===== config.mk =====
export PLATFORM = sky130hd
export DESIGN_NAME = jtdd2_dwnld_flat
export DESIGN_NICKNAME = d
export VERILOG_FILES = /design/src/rtl/jtdd2_dwnld_if.sv /design/src/rtl/jtdd2_dwnld.sv /design/src/flat_wrapper.sv
export SDC_FILE = /design/constraint.sdc
export NUM_CORES = 1
export LEC_CHECK = 0
export BUFFER_PORTS_ARGS = -buffer_cell sky130_fd_sc_hd__buf_2
export CAP_MARGIN = 5
export CORE_AREA = 2 2 106 108
export CTS_CLUSTER_DIAMETER = 50
export DETAILED_ROUTE_END_ITERATION = 10
export DIE_AREA = 0 0 108 110
export PLACE_DENSITY = 0.75
export SYNTH_ARGS = -nofsm -noshare
export SYNTH_HDL_FRONTEND = slang
export SYNTH_SLANG_ARGS = --single-unit

===== constraint.sdc =====
create_clock -name clk -period 2.1 [get_ports clk]
set_input_delay 0.105 -clock clk [delete_from_list [all_inputs] [get_ports clk]]
set_output_delay 0.105 -clock clk [all_outputs]
set_load 0.005 [all_outputs]

===== src/rtl/jtdd2_dwnld_if.sv =====
// Download-side bus of the DD2 ROM sequencer:
// ioctl byte stream in, SDRAM/PROM write requests out.
interface jtdd2_dwnld_if;
  logic        downloading;
  logic [24:0] ioctl_addr;
  logic [7:0]  ioctl_data;
  logic        ioctl_wr;
  logic        sdram_ack;
  logic [21:0] prog_addr;
  logic [7:0]  prog_data;
  logic [1:0]  prog_mask;
  logic        prog_we;
  logic        prom_we;
  logic        dwnld_busy;
  logic        ovf;

  modport master (
    output downloading, ioctl_addr, ioctl_data,
    output ioctl_wr, sdram_ack,
    input  prog_addr, prog_data, prog_mask,
    input  prog_we, prom_we, dwnld_busy, ovf
  );

  modport slave (
    input  downloading, ioctl_addr, ioctl_data,
    input  ioctl_wr, sdram_ack,
    output prog_addr, prog_data, prog_mask,
    output prog_we, prom_we, dwnld_busy, ovf
  );
endinterface


===== src/rtl/jtdd2_dwnld.sv =====
// DD2 ROM download sequencer: decodes ioctl bytes,
// re-interleaves gfx halves, queues SDRAM / PROM writes.
module jtdd2_dwnld #(
  parameter logic [24:0] SCRZW_ADDR = 25'h90000,
  parameter logic [24:0] OBJWZ_ADDR = 25'hD0000,
  parameter logic [24:0] PROM_ADDR  = 25'h190000,
  parameter logic [24:0] SCR_SDRAM  = 25'h60000,
  parameter logic [24:0] OBJ_SDRAM  = 25'h80000,
  parameter logic [24:0] SCR_HALF   = 25'h20000,
  parameter logic [24:0] OBJ_HALF   = 25'h60000
) (
  input  logic         clk,
  input  logic         rst_n,
  jtdd2_dwnld_if.slave dl_if
);

  typedef enum logic {IDLE, WAIT_ACK} state_t;

  typedef struct packed {
    logic        prom;
    logic [21:0] addr;
    logic [7:0]  data;
    logic [1:0]  mask;
  } ent_t;

  localparam logic [24:0] SCR_END = SCRZW_ADDR + (SCR_HALF << 1);
  localparam logic [24:0] OBJ_END = OBJWZ_ADDR + (OBJ_HALF << 1);

  state_t      state_q, state_d;
  logic [21:0] addr_q, addr_d;
  logic [7:0]  data_q, data_d;
  logic [1:0]  mask_q, mask_d;
  logic        we_q, we_d;
  logic        prom_q, prom_d;
  logic        ovf_q, ovf_d;
  ent_t        mem_q [2];
  logic        rd_q, wr_q;
  logic [1:0]  cnt_q, cnt_d;

  logic [24:0] o, r;
  logic [21:0] a;
  logic        is_prom, is_obj, is_scr, h;
  logic        push_req, push, pop;
  ent_t        in_e, head;

  // Region decode; PROM wins at its boundary
  always_comb begin
    o       = dl_if.ioctl_addr;
    is_prom = o >= PROM_ADDR;
    is_obj  = !is_prom && o >= OBJWZ_ADDR
              && o < OBJ_END;
    is_scr  = !is_prom && !is_obj
              && o >= SCRZW_ADDR && o < SCR_END;
    r       = '0;
    h       = 1'b0;
    a       = '0;
    in_e    = '0;
    unique case (1'b1)
      is_prom: begin
        r    = o - PROM_ADDR;
        a    = {14'd0, r[7:0]};
      end
      is_obj: begin
        r    = o - OBJWZ_ADDR;
        h    = r >= OBJ_HALF;
        a    = 22'(OBJ_SDRAM
               + (h ? r - OBJ_HALF : r));
      end
      is_scr: begin
        r    = o - SCRZW_ADDR;
        h    = r >= SCR_HALF;
        a    = 22'(SCR_SDRAM
               + (h ? r - SCR_HALF : r));
      end
      default: begin
        a    = 22'(o >> 1);
        h    = o[0];
      end
    endcase
    in_e.prom = is_prom;
    in_e.addr = a;
    in_e.data = dl_if.ioctl_data;
    in_e.mask = is_prom ? 2'b11
              : (h ? 2'b01 : 2'b10);
  end

  assign head = mem_q[rd_q];

  always_comb begin
    state_d = state_q;
    addr_d  = addr_q;
    data_d  = data_q;
    mask_d  = mask_q;
    we_d    = we_q;
    prom_d  = 1'b0;
    pop     = 1'b0;
    unique case (state_q)
      IDLE: begin
        if (cnt_q != 2'd0) begin
          addr_d = head.addr;
          data_d = head.data;
          mask_d = head.mask;
          if (head.prom) begin
            prom_d = 1'b1;
            pop    = 1'b1;
          end else begin
            we_d    = 1'b1;
            state_d = WAIT_ACK;
          end
        end
      end
      WAIT_ACK: begin
        if (dl_if.sdram_ack) begin
          pop     = 1'b1;
          we_d    = 1'b0;
          state_d = IDLE;
        end
      end
      default: state_d = IDLE;
    endcase
    push_req = dl_if.ioctl_wr & dl_if.downloading;
    // A full FIFO still accepts when the head leaves this cycle
    push  = push_req & ((cnt_q != 2'd2) | pop);
    ovf_d = ovf_q | (push_req & ~push);
    cnt_d = cnt_q + 2'(push) - 2'(pop);
  end

  always_ff @(posedge clk or negedge rst_n) begin
    if (!rst_n) begin
      state_q <= IDLE;
      addr_q  <= '0;
      data_q  <= '0;
      mask_q  <= 2'b11;
      we_q    <= 1'b0;
      prom_q  <= 1'b0;
      ovf_q   <= 1'b0;
      rd_q    <= 1'b0;
      wr_q    <= 1'b0;
      cnt_q   <= '0;
      mem_q   <= '{default: '0};
    end else begin
      state_q <= state_d;
      addr_q  <= addr_d;
      data_q  <= data_d;
      mask_q  <= mask_d;
      we_q    <= we_d;
      prom_q  <= prom_d;
      ovf_q   <= ovf_d;
      rd_q    <= rd_q ^ pop;
      wr_q    <= wr_q ^ push;
      cnt_q   <= cnt_d;
      if (push) mem_q[wr_q] <= in_e;
    end
  end

  assign dl_if.prog_addr  = addr_q;
  assign dl_if.prog_data  = data_q;
  assign dl_if.prog_mask  = mask_q;
  assign dl_if.prog_we    = we_q;
  assign dl_if.prom_we    = prom_q;
  assign dl_if.ovf        = ovf_q;
  assign dl_if.dwnld_busy = dl_if.downloading
                          | (cnt_q != 2'd0)
                          | (state_q != IDLE);

endmodule

===== src/flat_wrapper.sv =====
// flat-port wrapper written by rule: the top's interface ports become plain ports
module jtdd2_dwnld_flat 
#(
  parameter logic [24:0] SCRZW_ADDR = 25'h90000,
  parameter logic [24:0] OBJWZ_ADDR = 25'hD0000,
  parameter logic [24:0] PROM_ADDR  = 25'h190000,
  parameter logic [24:0] SCR_SDRAM  = 25'h60000,
  parameter logic [24:0] OBJ_SDRAM  = 25'h80000,
  parameter logic [24:0] SCR_HALF   = 25'h20000,
  parameter logic [24:0] OBJ_HALF   = 25'h60000
)
  (clk, rst_n, dl_if_downloading, dl_if_ioctl_addr, dl_if_ioctl_data, dl_if_ioctl_wr, dl_if_sdram_ack, dl_if_prog_addr, dl_if_prog_data, dl_if_prog_mask, dl_if_prog_we, dl_if_prom_we, dl_if_dwnld_busy, dl_if_ovf);
  jtdd2_dwnld_if dl_if_i ();
  input  logic clk;
  input  logic rst_n;
  input wire logic [$bits(dl_if_i.downloading)-1:0] dl_if_downloading;
  input wire logic [$bits(dl_if_i.ioctl_addr)-1:0] dl_if_ioctl_addr;
  input wire logic [$bits(dl_if_i.ioctl_data)-1:0] dl_if_ioctl_data;
  input wire logic [$bits(dl_if_i.ioctl_wr)-1:0] dl_if_ioctl_wr;
  input wire logic [$bits(dl_if_i.sdram_ack)-1:0] dl_if_sdram_ack;
  output wire logic [$bits(dl_if_i.prog_addr)-1:0] dl_if_prog_addr;
  output wire logic [$bits(dl_if_i.prog_data)-1:0] dl_if_prog_data;
  output wire logic [$bits(dl_if_i.prog_mask)-1:0] dl_if_prog_mask;
  output wire logic [$bits(dl_if_i.prog_we)-1:0] dl_if_prog_we;
  output wire logic [$bits(dl_if_i.prom_we)-1:0] dl_if_prom_we;
  output wire logic [$bits(dl_if_i.dwnld_busy)-1:0] dl_if_dwnld_busy;
  output wire logic [$bits(dl_if_i.ovf)-1:0] dl_if_ovf;
  assign dl_if_i.downloading = dl_if_downloading;
  assign dl_if_i.ioctl_addr = dl_if_ioctl_addr;
  assign dl_if_i.ioctl_data = dl_if_ioctl_data;
  assign dl_if_i.ioctl_wr = dl_if_ioctl_wr;
  assign dl_if_i.sdram_ack = dl_if_sdram_ack;
  assign dl_if_prog_addr = dl_if_i.prog_addr;
  assign dl_if_prog_data = dl_if_i.prog_data;
  assign dl_if_prog_mask = dl_if_i.prog_mask;
  assign dl_if_prog_we = dl_if_i.prog_we;
  assign dl_if_prom_we = dl_if_i.prom_we;
  assign dl_if_dwnld_busy = dl_if_i.dwnld_busy;
  assign dl_if_ovf = dl_if_i.ovf;
  jtdd2_dwnld #(.SCRZW_ADDR(SCRZW_ADDR), .OBJWZ_ADDR(OBJWZ_ADDR), .PROM_ADDR(PROM_ADDR), .SCR_SDRAM(SCR_SDRAM), .OBJ_SDRAM(OBJ_SDRAM), .SCR_HALF(SCR_HALF), .OBJ_HALF(OBJ_HALF)) u_core (.clk(clk), .rst_n(rst_n), .dl_if(dl_if_i));
endmodule

==> summary.md <==
| Metric | Value |
|---|---|
| CTS tree | `done` |
| Delay contributed by the slowest stage of the critical path | `0.42 ns` |
| Async S/R FF share, synth | `100%` |
| Antenna violations before repair | `0` |
| Pin count of the biggest net entering global routing | `66` |
| Startpoint type of the worst setup path | `input port` |
| Final setup TNS | `0 ns` |
| Cell internal pwr | `5.45 mW` |
| Starting utilization of the core area | `51.3%` |
| Main combinational cell family by area after synthesis | `compound AO/OA/AOI/OAI gates` |
| Diode count | `0` |
| Adder-cell area share of the yosys netlist | `2.46%` |
| Critical path, cell by cell | `buf_2, inv_4, ha_4, xnor2_4, ha_4, or4b_1, a21o_1, o21ai_1, a21oi_1, a32oi_1, mux2i_1, a21oi_1` |
| Number of enable-type register cells in the synthesized netlist | `0` |
| Placed wire-length estimate | `9.44 mm` |
| Mean instance size in the synthesized netlist | `10.1 um2` |
| Sequential element share of the synthesized area | `48.4%` |
| Post-route ant nets | `0` |
| Gate count after technology mapping | `544` |
| Clock transition at path regs | `0.10 ns` |
| Final Max Slew Viols | `0` |
| Layout Utilization | `65.9%` |
| Post-layout power | `8.52 mW` |
| Std cell rows | `38` |
| Xor and xnor fraction of the mapped netlist area | `1.89%` |
| Net Count, Synth | `592` |
| Number of DRC markers after the initial detailed-route iteration | `286` |
| Tmin final | `2.01 ns` |
| Commonest cells in the synthesized netlist | `104 x dfrtp_1, 51 x a21oi_1, 51 x nor2_1` |
| Top cell type's share of synthesized area | `47.4%` |
| Width of the chip | `108 um` |
| Number of max-cap violations | `0` |
| Element type at the critical path end | `flop` |
| Unique masters post-synth | `70` |
| Compound-cell area share of the yosys netlist | `17.9%` |
| Final Net Count | `733` |
| Full die area | `11,900 um2` |
| Global-route wire length before repair | `21.5 mm` |
| Min setup slack post-route | `0.0941 ns` |
| Clock buffers created by TritonCTS | `9` |
| Required time at the worst-slack endpoint | `2.35 ns` |
| Worst-skew pair later-pin latency | `0.37 ns` |
| Slew Limit Headroom | `49.1%` |
| Switch Pwr | `3.08 mW` |
| Multiplexer area fraction after synthesis | `12.2%` |
| Synth Warn # | `0` |
| Pre-CTS WS | `-0.299 ns` |
| Most used DFF post-synth | `dfrtp_1` |
| Top-level I/O count | `74` |
| Cell types occupying the most area after synthesis | `dfrtp_1 47%, mux2i_1 7.8%, a21oi_1 4.7%, mux2_2 4.1%, o21ai_0 4.0%` |
| Outcome | `finished, final reports clean` |
| CTS root buf | `clkbuf_8` |
| Slew at the pin closest to its max-slew limit | `0.763 ns` |
| Count of non-filler cells in the finished layout | `829` |
| Clock tree skew after final layout | `0.0118 ns` |
| Number of global-route vias before repair | `4,505` |
| CTS sink count | `106` |
| Cell Area, Synth | `5490 um2` |
| Cell area reported after detailed placement | `6670 um2` |
| Total leakage power | `3.13 nW` |
| Final Hold Slack | `0.0935 ns` |
| Total length of routed wires | `13.2 mm` |
| Per-cell via count in the routed design | `5.50` |
| Simple-gate portion of the synthesized area | `13.3%` |
| Areal power density over the cells | `1210 nW/um2` |
| Max H-tree Level | `3` |
| Count of final setup violators | `0` |
| Maximum clock insertion buffer count | `2` |
| Instance count after placement with tap cells included | `803` |
| Y dimension of the die | `110 um` |
| Part of the total power dissipated in the clock network | `16.6%` |
| Sequential power share | `42.4%` |
| Most common cell in the netlist | `dfrtp_1` |
| Unrepaired setup endpoints after global routing | `yes` |
| Detailed-routing iteration count for the pre-antenna-repair pass | `5` |
| Residual DRC | `0` |
| Grt ovf | `0` |
| Fin. Hold Viols | `0` |
| Register bit count reported by yosys | `106` |
| Category of the most critical setup path | `input port to flop` |
| Combinational Power Share | `41.0%` |
| Worst Path Max Fanout | `4` |
| Aggregate global-route resource usage | `22.9%` |
| Slowest cell on crit path | `or4b_1` |
| Routability congestion estimate | `0.893` |
| Total vias in the final route | `4,562` |
| Arrival time of data at the critical path endpoint | `2.26 ns` |
| Quantity of I/O buffers inserted on ports | `73` |
| Floorplan core area | `10,700 um2` |
| Hold Path Class | `input port to flop` |
| Layout cell share with drive strength beyond 1 | `34.5%` |
| Layout Cell Area excl Fill | `7050 um2` |
| Period Utilization, post-route | `95.5%` |
| Routed length per placed instance | `15.9 um` |
| Post-synth top area cell | `dfrtp_1` |
| Area growth from synthesis to layout | `28.6%` |
| Worst-case vdd ir drop | `1440 uV` |
| Switching share of power | `36.1%` |
| Fmax | `499 MHz` |
final timing paths:
| path | from | end | slack, ns | depth (start not counted) |
|---|---|---|---|---|
| setup / recovery | dl_if_ioctl_addr[17] | u_core.mem_q[31] | 0.09 | 12 |
| hold / removal | dl_if_ioctl_wr | u_core.dl_if.ovf | 0.09 | 3 |
| setup reg to reg | u_core.rd_q | u_core.cnt_q[1] | 0.11 | 10 |
| hold reg to reg | u_core.dl_if.prog_data[5] | u_core.dl_if.prog_data[5] | 0.48 | 2 |
| max in group asynchronous | rst_n | u_core.mem_q[23] | 1.07 | 3 |
| min in group asynchronous | rst_n | u_core.mem_q[6] | 0.36 | 2 |
cell type report:
cell class                 instances  area, um2
clock buffer                      11        151
fill                             805       3640
sequential                       106       2660
tap                              140        175
inverter                          14       57.6
multi-input combinational        389       2770
clock inverter                     4       73.8
timing repair buffer             165       1170
metal layers:
metal	vias up	track usage [%]	wire [um]
li1	2198	-	-
met1	2248	31.2	6130
met2	96	38.0	6430
met3	20	3.35	391
met4	0	7.33	216
met5	-	0	0
registers in the layout (all words and copies together), names as in the netlist:
register	count
u_core.dl_if.prom_we	1
u_core.dl_if.ovf	1
u_core.wr_q	1
u_core.state_q	1
u_core.dl_if.prog_addr	22
u_core.cnt_q	2
u_core.mem_q	66
u_core.dl_if.prog_we	1
u_core.dl_if.prog_mask	2
u_core.rd_q	1
u_core.dl_if.prog_data	8
logic make-up after synthesis:
group | after synthesis
XOR/XNOR | 11
adder cells (fa/ha/maj) | 11
multiplexers | 64
buffers and inverters | 49
AND/OR/NAND/NOR | 150
AO/OA/AOI/OAI | 153
flip-flops | 106
power by group through the flow:
stage               clock network (mW)  logic, mW  registers, mW
floorplan                            0       2.25           3.53
global placement                     0       3.23           3.56
detailed placement                   0       3.40           3.63
CTS                               1.44       3.43           3.59
global route                      1.52       3.93           3.72
finish                            1.41       3.50           3.61
what timing repair did:
action | CTS | global route
hold buffers | 10 | 0
endpoints found under the setup margin | 1 | 42
pin swaps | 0 | 1
hold endpoints to repair | 70 | 0
setup buffers | 0 | 1
cloned | 0 | 0
gates resized for setup | 1 | 10
placed cells by master (no fill, tap or decap), types with 3 or more instances in the layout:
cell,Yosys,final
buf_12,0,6
dfrtp_1,104,102
o21ai_1,2,5
a211oi_2,1,3
nand2b_1,6,6
buf_4,4,75
buf_2,6,72
ha_2,0,4
xnor2_1,8,7
nor2b_1,7,6
o31ai_1,3,3
a22oi_1,9,9
inv_1,14,11
a21oi_1,51,50
nor4_1,4,4
nor2_1,51,50
mux2_2,20,19
nand3_1,8,8
clkbuf_8,0,11
ha_1,10,4
nand2_1,46,45
dlygate4sd3_1,0,10
o21ai_0,44,40
and2_1,5,5
a21o_1,5,5
mux2i_1,43,41
a21bo_2,3,3
a31oi_1,7,6
and4_1,3,3
worst max-delay path: cells and delay by family:
| kind | cells | cell delay, ns |
|---|---|---|
| AOI/OAI and AO/OA | 5 | 0.72 |
| and+or+nand+nor | 1 | 0.42 |
| adders and majority gates | 2 | 0.34 |
| muxes | 1 | 0.30 |
| xor gates and xnor gates | 1 | 0.21 |
| buffers and inverters | 2 | 0.15 |
(Power assumes the default switching activity.)
